File: config.mk
export PLATFORM = sky130hd
export DESIGN_NAME = tdc_echo_sched
export DESIGN_NICKNAME = d
export VERILOG_FILES = /design/src/rtl/tdc_echo_sched_pkg.sv /design/src/rtl/rr_arbiter_nch.sv /design/src/rtl/tdc_echo_sched.sv
export SDC_FILE = /design/constraint.sdc
export NUM_CORES = 1
export LEC_CHECK = 0
export BUFFER_PORTS_ARGS = -buffer_cell sky130_fd_sc_hd__buf_2
export CAP_MARGIN = 20
export CORE_AREA = 4 4 178 180
export DETAILED_ROUTE_END_ITERATION = 8
export DIE_AREA = 0 0 182 184
export SYNTH_ARGS = -nofsm -noshare
export SYNTH_HDL_FRONTEND = slang
export SYNTH_SLANG_ARGS = --single-unit
File: constraint.sdc
create_clock -name i_clk_50m -period 6.6 [get_ports i_clk_50m]
set_input_delay 0.66 -clock i_clk_50m [delete_from_list [all_inputs] [get_ports i_clk_50m]]
set_output_delay 0.66 -clock i_clk_50m [all_outputs]
set_load 0.1 [all_outputs]
File: src/rtl/tdc_echo_sched_pkg.sv
// Shared types and constants for the TDC echo scheduler.
package tdc_echo_sched_pkg;

    // One-hot scheduler states
    typedef enum logic [2:0] {
        ST_IDLE  = 3'b001,
        ST_ISSUE = 3'b010,
        ST_WAIT  = 3'b100
    } sched_state_t;

    // Default timestamp width of the AS6500 readout
    localparam int DW_DEFAULT = 16;

    // Overrun drop counter width and its saturation value
    localparam int                DROP_W   = 16;
    localparam logic [DROP_W-1:0] DROP_MAX = 16'hFFFF;

endpackage

File: src/rtl/rr_arbiter_nch.sv
// Combinational round-robin arbiter: picks the first requester after last_grant, with wrap.
module rr_arbiter_nch #(
    parameter int NCH = 4
) (
    input  logic [NCH-1:0]         req,
    input  logic [$clog2(NCH)-1:0] last_grant,
    output logic                   grant_valid,
    output logic [$clog2(NCH)-1:0] grant_idx
);

    localparam int IW = $clog2(NCH);

    logic [IW-1:0] cand;

    // Scan offsets from farthest to nearest so the nearest requester after last_grant wins
    always_comb begin
        grant_valid = 1'b0;
        grant_idx   = '0;
        cand        = '0;
        for (int off = NCH; off >= 1; off--) begin
            cand = IW'((int'(last_grant) + off) % NCH);
            if (req[cand]) begin
                grant_valid = 1'b1;
                grant_idx   = cand;
            end
        end
    end

endmodule

File: src/rtl/tdc_echo_sched.sv
// Round-robin scheduler sharing one rise/fall pre-processing stage between NCH TDC stop channels.
module tdc_echo_sched
    import tdc_echo_sched_pkg::*;
#(
    parameter int NCH     = 4,
    parameter int DW      = DW_DEFAULT,
    parameter int TIMEOUT = 15
) (
    input  logic                   i_clk_50m,
    input  logic                   i_rst,
    input  logic                   i_enable,
    input  logic [NCH-1:0]         i_ch_valid,
    input  logic [NCH*DW-1:0]      i_ch_rise,
    input  logic [NCH*DW-1:0]      i_ch_fall,
    input  logic                   i_dist_cal_sig,
    output logic                   o_tdc_new_sig,
    output logic [DW-1:0]          o_rise_data,
    output logic [DW-1:0]          o_fall_data,
    output logic [$clog2(NCH)-1:0] o_ch_id,
    output logic                   o_busy,
    output logic                   o_timeout_err,
    output logic [DROP_W-1:0]      o_drop_cnt
);

    localparam int         IW       = $clog2(NCH);
    localparam int         CW       = $clog2(NCH + 1);
    localparam int         DSW      = DROP_W + 1;
    localparam logic [7:0] TMO_LAST = 8'(TIMEOUT - 1);

    sched_state_t   state;
    sched_state_t   next_state;
    logic [7:0]     tmo_cnt;
    logic [7:0]     tmo_next;
    logic [NCH-1:0] hold_vld;
    logic [DW-1:0]  hold_rise [NCH];
    logic [DW-1:0]  hold_fall [NCH];
    logic [IW-1:0]  last_grant;
    logic           grant_valid;
    logic [IW-1:0]  grant_idx;
    logic           grant_fire;
    logic           err_now;
    logic [NCH-1:0] clear_vec;
    logic [NCH-1:0] drop_vec;
    logic [CW-1:0]  drop_num;
    logic [DSW-1:0] drop_sum;

    rr_arbiter_nch #(
        .NCH(NCH)
    ) u_arb (
        .req        (hold_vld),
        .last_grant (last_grant),
        .grant_valid(grant_valid),
        .grant_idx  (grant_idx)
    );

    assign o_busy = (state != ST_IDLE);

    // Next-state logic: grant from IDLE, one ISSUE cycle, then WAIT for completion or timeout
    always_comb begin
        next_state = state;
        tmo_next   = tmo_cnt;
        grant_fire = 1'b0;
        err_now    = 1'b0;
        case (state)
            ST_IDLE: begin
                if (i_enable && grant_valid) begin
                    grant_fire = 1'b1;
                    next_state = ST_ISSUE;
                end
            end
            ST_ISSUE: begin
                tmo_next   = '0;
                next_state = ST_WAIT;
            end
            ST_WAIT: begin
                if (i_dist_cal_sig) begin
                    next_state = ST_IDLE;
                end else if (tmo_cnt == TMO_LAST) begin
                    err_now    = 1'b1;
                    next_state = ST_IDLE;
                end else begin
                    tmo_next = tmo_cnt + 8'd1;
                end
            end
            default: next_state = ST_IDLE;
        endcase
    end

    // State register and WAIT timeout counter
    always_ff @(posedge i_clk_50m) begin
        if (i_rst) begin
            state   <= ST_IDLE;
            tmo_cnt <= '0;
        end else begin
            state   <= next_state;
            tmo_cnt <= tmo_next;
        end
    end

    // A granted channel is cleared this cycle; a strobe onto a still-held, uncleared channel is dropped
    always_comb begin
        clear_vec = '0;
        if (grant_fire) begin
            clear_vec[grant_idx] = 1'b1;
        end
        drop_vec = i_ch_valid & hold_vld & ~clear_vec;
        drop_num = '0;
        for (int k = 0; k < NCH; k++) begin
            drop_num = drop_num + CW'(drop_vec[k]);
        end
        drop_sum = {1'b0, o_drop_cnt} + DSW'(drop_num);
    end

    // Per-channel 1-deep holding registers
    always_ff @(posedge i_clk_50m) begin
        if (i_rst) begin
            hold_vld <= '0;
            for (int k = 0; k < NCH; k++) begin
                hold_rise[k] <= '0;
                hold_fall[k] <= '0;
            end
        end else begin
            for (int k = 0; k < NCH; k++) begin
                if (i_ch_valid[k] && !drop_vec[k]) begin
                    hold_vld[k]  <= 1'b1;
                    hold_rise[k] <= i_ch_rise[k*DW +: DW];
                    hold_fall[k] <= i_ch_fall[k*DW +: DW];
                end else if (clear_vec[k]) begin
                    hold_vld[k] <= 1'b0;
                end
            end
        end
    end

    // Saturating overrun counter
    always_ff @(posedge i_clk_50m) begin
        if (i_rst) begin
            o_drop_cnt <= '0;
        end else if (drop_sum > {1'b0, DROP_MAX}) begin
            o_drop_cnt <= DROP_MAX;
        end else begin
            o_drop_cnt <= drop_sum[DROP_W-1:0];
        end
    end

    // Registered pulses and granted data, held stable until the next grant
    always_ff @(posedge i_clk_50m) begin
        if (i_rst) begin
            o_tdc_new_sig <= 1'b0;
            o_timeout_err <= 1'b0;
            o_rise_data   <= '0;
            o_fall_data   <= '0;
            o_ch_id       <= '0;
            last_grant    <= '0;
        end else begin
            o_tdc_new_sig <= (state == ST_ISSUE);
            o_timeout_err <= err_now;
            if (grant_fire) begin
                o_rise_data <= hold_rise[grant_idx];
                o_fall_data <= hold_fall[grant_idx];
                o_ch_id     <= grant_idx;
                last_grant  <= grant_idx;
            end
        end
    end

endmodule

==> results.txt <==
Worst Path Max Fanout = 35
design area = 10800 µm²
Relative slew margins = 0.296
post-synthesis sequential area ratio = 0.584
Slew Limit Fails = 0
routed vias = 6558
# DRC = 0
Final Skew = 13.4 ps
post-detail-place hpwl = 19400 µm
Power Density = 288 nW/µm²
synth unique cells = 60
Post-synth EDFFs = 128
leading cell type by number of instances after synthesis = edfxtp_1
CTS tree = built
number of nets in the layout = 1080
antenna viol nets, final = 0
Final min period = 4810 ps
H-tree levels = 4
full die area = 33500 µm²
DR vias/cell = 4.87
Placement Cell Area = 10200 µm²
post-synthesis async set-or-reset flop share = 0
Max VDD drop = 0.202 mV
Filler cells = 3019
Starting Density = 0.294
main area contributors after synthesis = edfxtp_1, dfxtp_1, and3_1, nand2_1, and2_1
min-delay worst type = flip-flop to flip-flop
initial detailed-routing violation count = 413
RePlAce Congestion = 0.830
Seq cells post-synth = 195
Clock Tree Buf Depth = 2
largest net degree at the start of global routing = 51
worst slew pin tran = 1050 ps
number of global-route vias before repair = 6572
antenna violations before repair = 1
TritonCTS Buffers = 17
Mapped Nets = 916
All-Layer GR Usage = 0.153
diodes inserted = 0
DR WL/cell = 19.6 µm
Die X = 182 µm
hold_buf cts = 0
synth cell count leaders = edfxtp_1, and3_1, nand2_1, dfxtp_1, nand3_1
Power Total = 0.00310 W
row count = 64
crit path capture type = flip-flop
clock-pin slew on the worst setup and hold paths = 70 ps
maximum clock rate = 0.208 GHz
Placeable Area = 30200 µm²
Synth Flop Type = edfxtp_1
Gate Count Post-Synth = 774
synth warn = 0
number of port buffers = 188
Setup CP Type = flip-flop to flip-flop
Sink Count = 195
CTS root buf = clkbuf_16
WL final = 26400 µm
RSZ-0062 raised after global routing = no
Yosys top cell by area = edfxtp_1
Area Growth Syn to Fin = 21.1%
Critical Path AT = 5170 ps
status = completed
post-synth top area share = 0.433
first-pass GRT wire length = 38400 µm
fin crit share = 0.728
critical path data required time = 6960 ps
# IOs = 189
Die H = 184 µm
Setup Fix Bufs, Post-CTS = 0
final core occ = 0.356
leak pwr = 4.44 nW
Setup-failing EPs final = 0
final hold violation count = 0
syn_area_per_cell = 11.5 µm²
1st-pass router iterations = 5
layout cells sized above 1 = 0.291
GR Overflow Total = 0
setup tns final = 0 ps
startpoint types = flip-flop
Mapped Area = 8880 µm²
max-cap viol count = 0
later-pin clock latency in the skew report = 440 ps
post_cts resized = 0
==> metrics by stage <==
stage	setup WS, ps	hold WS [ps]	instances
final	1790	472	1347
after global routing	1500	473	1347
after CTS	1830	473	1345
after detailed placement	1860	464	1313
after global placement	1880	454	1313
after floorplan	2150	476	774
==> worst paths after layout <==
kind	slack [ps]	from	cells past startpoint	to
worst max-delay path	1790	hold_vld[1]	12	o_drop_cnt[0]
worst min-delay path	470	o_fall_data[11]	2	o_fall_data[11]
worst min register to register	470	o_fall_data[11]	2	o_fall_data[11]
worst max register to register	1790	hold_vld[1]	12	o_drop_cnt[0]
==> routing by layer <==
metal / track usage / part of all wire / vias up
li1: - / - / 3174
met1: 0.189 / 0.42 / 3176
met2: 0.268 / 0.51 / 176
met3: 0.0332 / 0.052 / 30
met4: 0.0468 / 0.021 / 2
met5: 0 / 0.00049 / -
==> sequential cells by signal (all words and copies together), names as in the netlist, 2 cells and up <==
name	count
hold_fall	64
last_grant	2
tmo_cnt	8
hold_vld	4
o_drop_cnt	16
state	3
o_rise_data	16
hold_rise	64
o_fall_data	16
==> cell usage in the layout (no fill, tap or decap), types with 16 or more instances in the layout <==
cell,count
nand2_1,80
edfxtp_1,128
clkbuf_16,17
and2_1,32
a211oi_1,17
nor2_1,19
nand3_1,39
and3_1,84
buf_2,188
dfxtp_1,67
a31oi_1,16
mux2_2,16
a21oi_1,21
nor3b_1,24
==> power by group <==
part | switching, W | leakage [nW] | internal (W) | total, W
clock network | 0.000489 | 0.281 | 0.000532 | 0.00102
registers | 0.0000535 | 1.93 | 0.00140 | 0.00146
logic | 0.000453 | 2.23 | 0.000166 | 0.000619
total | 0.000995 | 4.44 | 0.00210 | 0.00310
==> kinds of logic (layout without fill, tap and decap cells) <==
| kind of cell | count (synthesis) | after routing | share of synthesized area |
|---|---|---|---|
| simple gates | 347 | 347 | 0.227 |
| fa+ha+maj | 6 | 6 | 0.0110 |
| xor+xnor | 16 | 16 | 0.0158 |
| compound gates | 113 | 113 | 0.0937 |
| mux | 24 | 24 | 0.0293 |
| flops | 195 | 195 | 0.584 |
| buf+inv | 73 | 250 | 0.0396 |
==> cell type report <==
| type | count | area, µm² | area share |
|---|---|---|---|
| flip-flops and latches | 195 | 5180 | 0.482 |
| clock inverters | 14 | 138 | 0.0128 |
| clock buffers | 18 | 429 | 0.0399 |
| multi-input cells | 506 | 3380 | 0.314 |
| inverters | 13 | 48.8 | 0.00453 |
| well taps | 396 | 495 | 0.0460 |
| repair buffers | 205 | 1080 | 0.101 |
==> worst max-delay path, cell delays in order (launching register included) <==
cell,delay [ps]
dfxtp_1,410
or4_1,810
nand2b_4,450
o31ai_4,70
buf_4,240
or2_2,320
fa_1,490
fa_1,460
inv_1,90
fa_1,280
nand3_1,240
or3_1,640
a21oi_1,210
No activity file was read; power rests on OpenSTA's default activity.
